[src/rtl/dac_data_tx_framer.sv]
// DAC transmit framer: link training, half-fill FIFO start,
// and midscale output with refill on underrun.
module dac_data_tx_framer #(
  parameter int DAC_DATA_WIDTH = 8,
  parameter int PARALLEL_PATH_NUM = 2,
  parameter int FIFO_DEPTH = 16,
  parameter logic [DAC_DATA_WIDTH-1:0] TRAIN_PATTERN = 8'hA5,
  parameter int TRAIN_LEN = 64
) (
  input  logic clk,
  input  logic rst_n_asyn,
  input  logic tx_en,
  input  logic train_req,
  input  logic [DAC_DATA_WIDTH*PARALLEL_PATH_NUM-1:0] s_data_H,
  input  logic [DAC_DATA_WIDTH*PARALLEL_PATH_NUM-1:0] s_data_L,
  input  logic s_valid,
  output logic s_ready,
  output logic [DAC_DATA_WIDTH*PARALLEL_PATH_NUM-1:0] dac_out_H,
  output logic [DAC_DATA_WIDTH*PARALLEL_PATH_NUM-1:0] dac_out_L,
  output logic dac_out_vld,
  output logic [1:0] link_state,
  output logic [15:0] underrun_cnt
);

  localparam int W = DAC_DATA_WIDTH * PARALLEL_PATH_NUM;
  localparam int AW = $clog2(FIFO_DEPTH);
  localparam int CW = AW + 1;
  localparam int PW = $clog2(TRAIN_LEN + 1);

  localparam logic [DAC_DATA_WIDTH-1:0] MID_S =
    DAC_DATA_WIDTH'(1) << (DAC_DATA_WIDTH - 1);
  localparam logic [W-1:0] MID = {PARALLEL_PATH_NUM{MID_S}};
  localparam logic [W-1:0] TRN = {PARALLEL_PATH_NUM{TRAIN_PATTERN}};
  localparam logic [CW-1:0] HALF = CW'(FIFO_DEPTH / 2);
  localparam logic [CW-1:0] FULL = CW'(FIFO_DEPTH);
  localparam logic [PW-1:0] PLEN = PW'(TRAIN_LEN);

  typedef enum logic [1:0] {
    IDLE  = 2'd0,
    TRAIN = 2'd1,
    FILL  = 2'd2,
    RUN   = 2'd3
  } state_t;

  state_t state, state_n;
  logic [PW-1:0] phase, phase_n;
  logic [AW-1:0] wr_ptr, rd_ptr;
  logic [CW-1:0] count;
  logic [15:0] ucnt;
  logic [2*W-1:0] mem [FIFO_DEPTH];

  logic flush, pop, push, uinc, vld_n;
  logic [W-1:0] h_n, l_n;

  assign s_ready = (state == FILL || state == RUN) && count != FULL;
  assign push = s_valid && s_ready && !flush;
  assign link_state = state;
  assign underrun_cnt = ucnt;

  always_comb begin
    state_n = state;
    phase_n = phase;
    flush = 1'b0;
    pop = 1'b0;
    uinc = 1'b0;
    vld_n = 1'b0;
    h_n = MID;
    l_n = MID;
    if (!tx_en) begin
      state_n = IDLE;
      flush = 1'b1;
    end else if (train_req && (state == FILL || state == RUN)) begin
      state_n = TRAIN;
      flush = 1'b1;
      phase_n = PW'(1);
      h_n = TRN;
      l_n = ~TRN;
    end else begin
      unique case (state)
        IDLE: begin
          state_n = TRAIN;
          flush = 1'b1;
          phase_n = PW'(1);
          h_n = TRN;
          l_n = ~TRN;
        end
        TRAIN: begin
          // phase counts pattern cycles already emitted
          if (phase == PLEN) begin
            state_n = FILL;
          end else begin
            h_n = phase[0] ? ~TRN : TRN;
            l_n = phase[0] ? TRN : ~TRN;
            phase_n = phase + PW'(1);
          end
        end
        FILL: begin
          if (count >= HALF) state_n = RUN;
        end
        RUN: begin
          if (count != '0) begin
            pop = 1'b1;
            vld_n = 1'b1;
            {h_n, l_n} = mem[rd_ptr];
          end else begin
            uinc = 1'b1;
            state_n = FILL;
          end
        end
        default: ;
      endcase
    end
  end

  always_ff @(posedge clk or negedge rst_n_asyn) begin
    if (!rst_n_asyn) begin
      state <= IDLE;
      phase <= '0;
      wr_ptr <= '0;
      rd_ptr <= '0;
      count <= '0;
      dac_out_H <= MID;
      dac_out_L <= MID;
      dac_out_vld <= 1'b0;
      ucnt <= '0;
    end else begin
      state <= state_n;
      phase <= phase_n;
      dac_out_H <= h_n;
      dac_out_L <= l_n;
      dac_out_vld <= vld_n;
      if (uinc && ucnt != 16'hFFFF) ucnt <= ucnt + 16'd1;
      if (flush) begin
        wr_ptr <= '0;
        rd_ptr <= '0;
        count <= '0;
      end else begin
        if (push) wr_ptr <= wr_ptr + AW'(1);
        if (pop) rd_ptr <= rd_ptr + AW'(1);
        if (push && !pop) count <= count + CW'(1);
        else if (!push && pop) count <= count - CW'(1);
      end
    end
  end

  always_ff @(posedge clk) begin
    if (push) mem[wr_ptr] <= {s_data_H, s_data_L};
  end

endmodule

[config.mk]
export PLATFORM = sky130hd
export DESIGN_NAME = dac_data_tx_framer
export DESIGN_NICKNAME = d
export VERILOG_FILES = /design/src/rtl/dac_data_tx_framer.sv
export SDC_FILE = /design/constraint.sdc
export NUM_CORES = 1
export LEC_CHECK = 0
export CAP_MARGIN = 10
export CORE_UTILIZATION = 40
export DETAILED_ROUTE_END_ITERATION = 10
export SYNTH_ARGS = -nofsm -noshare
export SYNTH_HDL_FRONTEND = slang
export SYNTH_SLANG_ARGS = --single-unit
[constraint.sdc]
create_clock -name clk -period 3.45 [get_ports clk]
set_clock_uncertainty 0.2 [all_clocks]
set_input_delay 0.69 -clock clk [delete_from_list [all_inputs] [get_ports clk]]
set_output_delay 0.69 -clock clk [all_outputs]
set_load 0.02 [all_outputs]
* Word-level counts from Yosys, hierarchy flattened
Memory sizes are Yosys's and may differ from the RTL's.
Index checks and enable logic that the tools add are counted.
** Operators by class
- Reduce and logical (&&, ||, !) cells :: 19
- Order comparisons :: 1
- Multiplexer cells :: 41
- Equality and inequality tests :: 10
- Add/sub/neg operators :: 6
** Operators with widths (count)
- $mux 16 :: 10
- $pmux 16 s3 :: 2
- $add 16x1->16 const B :: 1
- $mux 4 :: 4
- $ne 16x16->1 const B :: 1
- $mux 5 :: 3
- $mux 7 :: 2
- $pmux 7 s2 :: 1
- $mux 1 :: 13
- $mux 2 :: 5
- $add 4x1->4 const B :: 2
- $ne 4x4->1 const B :: 2
- $pmux 2 s4 :: 1
- $add 7x1->7 const B :: 1
- $eq 7x7->1 const B :: 1
- $logic_and 1x1->1 :: 7
- $reduce_and 3->1 :: 2
- $reduce_bool 3->1 :: 2
- $add 5x1->5 const B :: 1
- $ge 5x4->1 const B :: 1
- $ne 5x5->1 const B :: 1
- $reduce_bool 5->1 :: 1
- $sub 5x1->5 const B :: 1
- $eq 2x2->1 const B :: 2
- other kinds (7) :: 10
** Word-level totals
- Input port bits :: 37
- Output and inout bits :: 52
- Word-level logic and storage cells :: 87
- Flip-flop bits (word level) :: 71
- RAM bits :: 512
- Memories kept :: 1
** Memories
- mem :: words 16, bits a word 32, read ports 1, clocked after Yosys merged registers in 0, write ports 1, line 50 : logic [2*W-1:0] mem [FIFO_DEPTH];

* Longest topological paths before layout
- Depth in word-level cells :: 12
- Depth in mapped cells :: 11
- Depth with buffers taken out :: 10

* Worst setup path before layout
No wires, ideal clock.
- Path type :: reg2reg
- From :: register state[1], in the netlist link_state[1]
- To :: memory mem[10][0] in the netlist's numbering, enable pin
- Buffers on the path :: 1
- Arrival time :: 2.312 ns
- Slack :: 0.546 ns
- Clock period less this slack :: 2.904 ns
- Library setup time :: 0.392 ns
- Stages on the path, launching flop included :: 7
- Cells stage by stage :: dfrtp_1 > buf_2 > nand2_1 > a21oi_2 > nand2_1 > nor3b_1 > and2_1
** On the way
- Word-level cells in the longest chain between the ends :: 9
- Elaborated cells on any way between the ends :: 14
- Classes of those cells :: eq/ne: 2; mux: 5; reduce/logical: 7
** Ends and longest elaborated chain
- start, declared :: line 45 : state_t state, state_n;
- start signal, assigned :: line 127 : state <= state_n;
- $eq 2x2->1 :: line 55, 72
- $logic_or 1x1->1 :: line 55, 72
- $logic_and 1x1->1 :: line 72 : end else if (train_req && (state == FILL || state == RUN)) begin
- $mux 1 :: line 72
- $mux 1 :: line 69 : if (!tx_en) begin
- $logic_not 1->1 :: line 56 : assign push = s_valid && s_ready && !flush;
- $logic_and 1x1->1 (*) :: line 56
- $mux 1 (*) :: line 147 : if (push) mem[wr_ptr] <= {s_data_H, s_data_L};
- $mux 1 (implied by the code) (*) :: line 147
- end, declared :: line 50
Every way passes the cells marked *; elsewhere a longest branch is shown, timed or not.

* Worst setup path in the final report
- From :: register count[0]
- To :: output s_ready
** On the way
- Word-level cells in the longest chain between the ends :: 2
** Ends and longest elaborated chain
- start, declared :: line 48 : logic [CW-1:0] count;
- start signal, assigned :: line 140 : if (push && !pop) count <= count + CW'(1);
- start signal, assigned :: line 141 : else if (!push && pop) count <= count - CW'(1);
- $ne 5x5->1 :: line 55 : assign s_ready = (state == FILL || state == RUN) && count != FULL;
- $logic_and 1x1->1 :: line 55
- end, declared :: line 17 : output logic s_ready,
No other way between the ends.

==> results_dict.tcl <==
set metrics [dict create \
    synth_warnings 0 \
    cts_setup_buffers 0 \
    die_x_um 239 \
    worstSetupPathType "flip-flop to primary output" \
    overflow 0 \
    place_hpwl_um 29700 \
    slew_viol_final 0 \
    final_common_cell "edfxtp_1" \
    num_vias 10979 \
    port_buffers 88 \
    synth_flop_cell "edfxtp_1" \
    numCtsBuffers 60 \
    crit_path_end_kind "primary output" \
    drt-total-wl_um 48100 \
    num-nets-final 1300 \
    cellLeakagePower_nw 8.81 \
    hold_viol 0 \
    grt_pass1_vias 11218 \
    worst_ep_required_time_ps 2560 \
    crit_path_end "s_ready" \
    core.rowCount 86 \
    clockBufferDepth 3 \
    drtIter0Drc 813 \
    drcViolationCount 0 \
    cts.clk_slew.worst_paths_ps 50 \
    syn_nets 1136 \
    dr.pass1.iters 5 \
    pre_cts_slack_ps 42.3 \
    drive_gt1_share_pct 24.3 \
    vias_per_cell 5.36 \
    peakVddDrop_uv 395 \
    grt_antenna_before_repair 1 \
    synth_seq_cells 583 \
    final_cell_mix "512 x edfxtp_1, 130 x mux4_2, 87 x clkdlybuf4s50_1" \
    setup-violations-final 0 \
    ys_seq_area_share_pct 76.5 \
    status "finished, final reports clean" \
    cts_max_level 2 \
    slew_headroom_pct 46.8 \
    area_growth_pct 19.4 \
    grt_usage_pct 17.3 \
    worstSetupStartpoint "count[0]" \
    io_pins 89 \
    place.gp.congestion 0.792 \
    synth_cells 1086 \
    initial_utilization_pct 40.6 \
    rrSetupSlack_ps 580 \
    ant_nets 0 \
    core_area_mm2 0.0552 \
    dieArea_mm2 0.0570 \
    clock.fmax_mhz 313 \
    cts-root-buf "clkbuf_16" \
    rsz0062_at_grt "no" \
    synth_edf_count 512 \
    worstReg2RegStart "count[0]" \
    r2r_end "count[4]" \
    layout_min_cycle_time_ps 3200 \
    syn_area_mm2 0.0224 \
    cts_sinks 583 \
    period_share_pct 92.6 \
    async_reset_ff_share_pct 12.2 \
    routedWlPerCell_um 23.5 \
    max_slew.worst_pin.slew_ps 790 \
    grt_max_degree 50 \
    die_h_um 239 \
    startpoint_type "flip-flop" \
    p_per_area_mw_per_mm2 537 \
    holdWs_ps 292 \
    avgSynthCellArea_um2 20.7 \
    grt_pass1_wl_um 72300 \
    worst_slack_ps 255 \
    finalSetupTns_ps 0 \
    clk_latency_ps 620 \
    hold_class "flip-flop to flip-flop" \
    finish.utilization_pct 48.5 \
    r2r_cells 10 \
    drv_cap 0 \
    crit_fanout 6 \
    crit_arrival_ps 2310 \
    yosysUniqueCellTypes 50 \
    cts_tree "yes" \
]
-- final cells by class --
cell class	count	area (µm²)
Antenna cell	1	2.50
Clock buffer	91	1750
Clock inverter	22	208
Fill cell	4523	28400
Inverter	9	33.8
Multi-Input combinational cell	444	5080
Sequential cell	583	17200
Tap cell	748	936
Timing Repair Buffer	152	1620
-- layer usage --
metal	track usage (%)	share of wire [%]	vias up
met1	25.1	45	5819
met5	0	0	-
met4	4.93	2.0	0
li1	-	-	4786
met3	2.56	5.8	69
met2	27.1	47	305
-- registers in the layout, summed over array words and instances, names as in the netlist --
signal,cells
count,5
dac_out_H,16
rd_ptr,4
dac_out_vld,1
phase,7
dac_out_L,16
mem,512
underrun_cnt,16
wr_ptr,4
link_state,2
-- how the worst min path moves through the flow --
| stage | from | to | slack, ps | cells after the start |
|---|---|---|---|---|
| floorplan | rst_n_asyn | count[0] | 190 | 0 |
| global placement | underrun_cnt[15] | underrun_cnt[15] | 290 | 1 |
| detailed placement | underrun_cnt[5] | underrun_cnt[5] | 290 | 1 |
| CTS | underrun_cnt[5] | underrun_cnt[5] | 300 | 1 |
| global route | underrun_cnt[5] | underrun_cnt[5] | 330 | 1 |
| finish | underrun_cnt[5] | underrun_cnt[5] | 290 | 1 |
-- per-stage QoR --
stage	std cells	power, W	area (µm²)
floorplan	1086	0.00796	22400
global placement	1935	0.00820	24800
detailed placement	1935	0.00821	24800
CTS	2049	0.0146	26800
global route	2050	0.0148	26800
finish	2050	0.0144	26800
-- cell families after synthesis --
family,Yosys count,share of synthesized area [%]
muxes,133,13.2
DFF,583,76.5
buffers and inverters,59,1.08
and+or+nand+nor,151,3.40
xor gates and xnor gates,28,1.09
AOI/OAI and AO/OA,119,3.99
adders and majority gates,13,0.759
-- what timing repair did --
action                                 4_1_cts  5_1_grt
hold buffers                                 1        0
endpoints found under the hold margin       43        0
gates resized for setup                      0        0
-- Yosys cell counts, types with 12 or more instances --
| cell type | number | share of area (%) |
|---|---|---|
| mux4_2 | 130 | 13 |
| xor2_1 | 18 | 0.70 |
| nor2_1 | 42 | 0.70 |
| nand2_1 | 33 | 0.55 |
| ha_1 | 12 | 0.67 |
| o21ai_0 | 31 | 0.69 |
| clkbuf_1 | 33 | 0.55 |
| dfrtp_1 | 67 | 7.5 |
| and2_1 | 20 | 0.56 |
| a22o_1 | 58 | 2.3 |
| buf_2 | 16 | 0.36 |
| edfxtp_1 | 512 | 69 |
-- worst max-delay path, cell delays in order, from the launching register on --
cell and delay, ps:
dfrtp_1 450, nor3_1 470, a21boi_0 210, clkdlybuf4s50_1 580
-- report_power, final --
group          switching, W  internal [W]  leakage, nW
Sequential        0.0000204       0.00772         5.54
Clock               0.00262       0.00372        0.952
Combinational      0.000205      0.000112         2.32
Power figures use the tool's default switching activity.
==> RTL edit, RTL diff (config.mk and constraints unchanged) <==
The parameter `FIFO_DEPTH` goes from 16 to 32.
--- a/src/rtl/dac_data_tx_framer.sv
+++ b/src/rtl/dac_data_tx_framer.sv
@@ -5,3 +5,3 @@
   parameter int PARALLEL_PATH_NUM = 2,
-  parameter int FIFO_DEPTH = 16,
+  parameter int FIFO_DEPTH = 32,
   parameter logic [DAC_DATA_WIDTH-1:0] TRAIN_PATTERN = 8'hA5,
Check against the original RTL: no difference found for any inputs over 4 cycles, from zero or initial values and one cycle with rst_n_asyn low; that may be too few to reach the edited logic, so the function may still have changed.
==> RTL edit against the original RTL <==
Final cell count is 84% higher; synthesized area is 88% higher; setup slack better by 0.093 ns; routed wire length is 110% higher; power is 90% higher; design area is 87% higher; sequential cell count is 515 higher; critical path type is now in2reg; highest routed layer is now met5.
==> RTL edit: results (changes against the original RTL) <==
\begin{tabular}{lr}
\hline
Metric & Value \\
\hline
\multicolumn{2}{l}{\textbf{Timing}} \\
\quad Slew @ Worst Pin & 1.03 ns (+0.237 ns) \\
\multicolumn{2}{l}{\textbf{Synth}} \\
\quad Post-synthesis mux area share & 13.7\% (+0.52 points) \\
\quad Ys async rst share & 6.74\% (-5.4 points) \\
\quad Number of unique standard cell types used by synthesis & 58 (+16\%) \\
\quad Post-synthesis adder-cell area fraction & 0.404\% (-0.35 points) \\
\quad Flop and latch count out of synthesis & 1098 (+88\%) \\
\quad Post-Syn Nets & 2105 (+85\%) \\
\quad Seq/Total Area, Yosys & 77.4\% (+0.90 points) \\
\multicolumn{2}{l}{\textbf{Power and ir drop}} \\
\quad Max VDD drop & 0.435 mV (+10\%) \\
\quad Leakage power figure & 15.9 nW (+80\%) \\
\multicolumn{2}{l}{\textbf{Layout}} \\
\quad Flip-flop count of the largest register, all copies and words added & 1024 (+100\%) \\
\quad \# nets final & 2354 (+81\%) \\
\quad Antenna Diode Count & 0 (-1) \\
\quad Layout cell share with drive strength beyond 1 & 24.6\% (+0.36 points) \\
\multicolumn{2}{l}{\textbf{Global route}} \\
\quad Pin count of the biggest net entering global routing & 63 (+26\%) \\
\quad First-pass GRT wire length & 151000 µm (+110\%) \\
\multicolumn{2}{l}{\textbf{Worst setup path}} \\
\quad Kind of cell adding the most delay to the critical path & compound AO/OA/AOI/OAI gates \\
\quad Worst reg2reg endpoint & count[5] \\
\quad Setup slack of the worst register-to-register path & 0.47 ns (-0.11 ns) \\
\multicolumn{2}{l}{\textbf{Route}} \\
\quad Violation count after the first detailed-route iteration & 2048 (+150\%) \\
\quad Final wirelength & 103000 µm (+110\%) \\
\multicolumn{2}{l}{\textbf{Placement}} \\
\quad Final estimated routing congestion in global placement & 0.770 (-2.8\%) \\
\quad Detailed placer's ending HPWL & 59400 µm (+100\%) \\
\quad Setup WS pre-CTS & -0.286 ns (-0.329 ns) \\
\multicolumn{2}{l}{\textbf{Hold path}} \\
\quad Worst hold path startpoint & underrun\_cnt[4] \\
\multicolumn{2}{l}{\textbf{Clocking}} \\
\quad Cts bufs inserted & 108 (+80\%) \\
\multicolumn{2}{l}{\textbf{Run status}} \\
\quad Status & completed \\
\multicolumn{2}{l}{\textbf{Floorplan}} \\
\quad Horiz. Die Dim & 327 µm (+37\%) \\
\hline
\end{tabular}
## RTL edit: cell types whose count changed in the layout (fill, tap and decap cells not counted), moves of 50 or more
cell       change
mux2i_1      +114
buf_4         +62
mux4_2        +74
a21oi_1       +56
edfxtp_1     +512
clkbuf_16     +50
nand2_1       +53
a22oi_1       +64
a22o_1        -57
## RTL edit: layout make-up
class	count	area (µm²)
flip-flops and latches	1098	32600
inverters	14	52.6
repair buffers	250	2810
well taps	1380	1730
clock buffers	158	3100
fillers	8421	53700
multi-input cells	832	9250
clock inverters	46	664
## RTL edit: repair_timing
action | CTS | global route
hold buffers | 1 | 0
resized for setup | 0 | 0
hold endpoints to repair | 50 | 0
## RTL edit: through the flow
| stage | area (µm²) | std cells |
|---|---|---|
| after floorplan | 42100 | 2055 |
| after global placement | 46400 | 3573 |
| after global routing | 50200 | 3778 |
| final | 50200 | 3778 |
| after CTS | 50200 | 3778 |
| after detailed placement | 46400 | 3573 |
## RTL edit: routing by layer
metal	part of all wire (%)	global-route usage (%)
met1	42	26.9
met2	48	31.5
met3	7.4	3.90
met4	2.0	4.92
met5	0.013	0
## RTL edit: worst max-delay path by stage
stage                     startpoint          to  slack [ns]  cells after the start
after floorplan                tx_en  mem[30][0]       -0.31                      6
after global placement     train_req    count[5]       -0.29                     12
after detailed placement   train_req    count[5]       -0.29                     12
after CTS                   count[0]     s_ready        0.31                      3
after global routing       train_req    count[5]        0.19                     12
final                      train_req    count[5]        0.35                     12
## RTL edit: where the power goes
| group | switching (mW) | internal [mW] |
|---|---|---|
| clock network | 4.90 | 7.43 |
| logic | 0.309 | 0.135 |
| registers | 0.0216 | 14.6 |
| total | 5.23 | 22.2 |
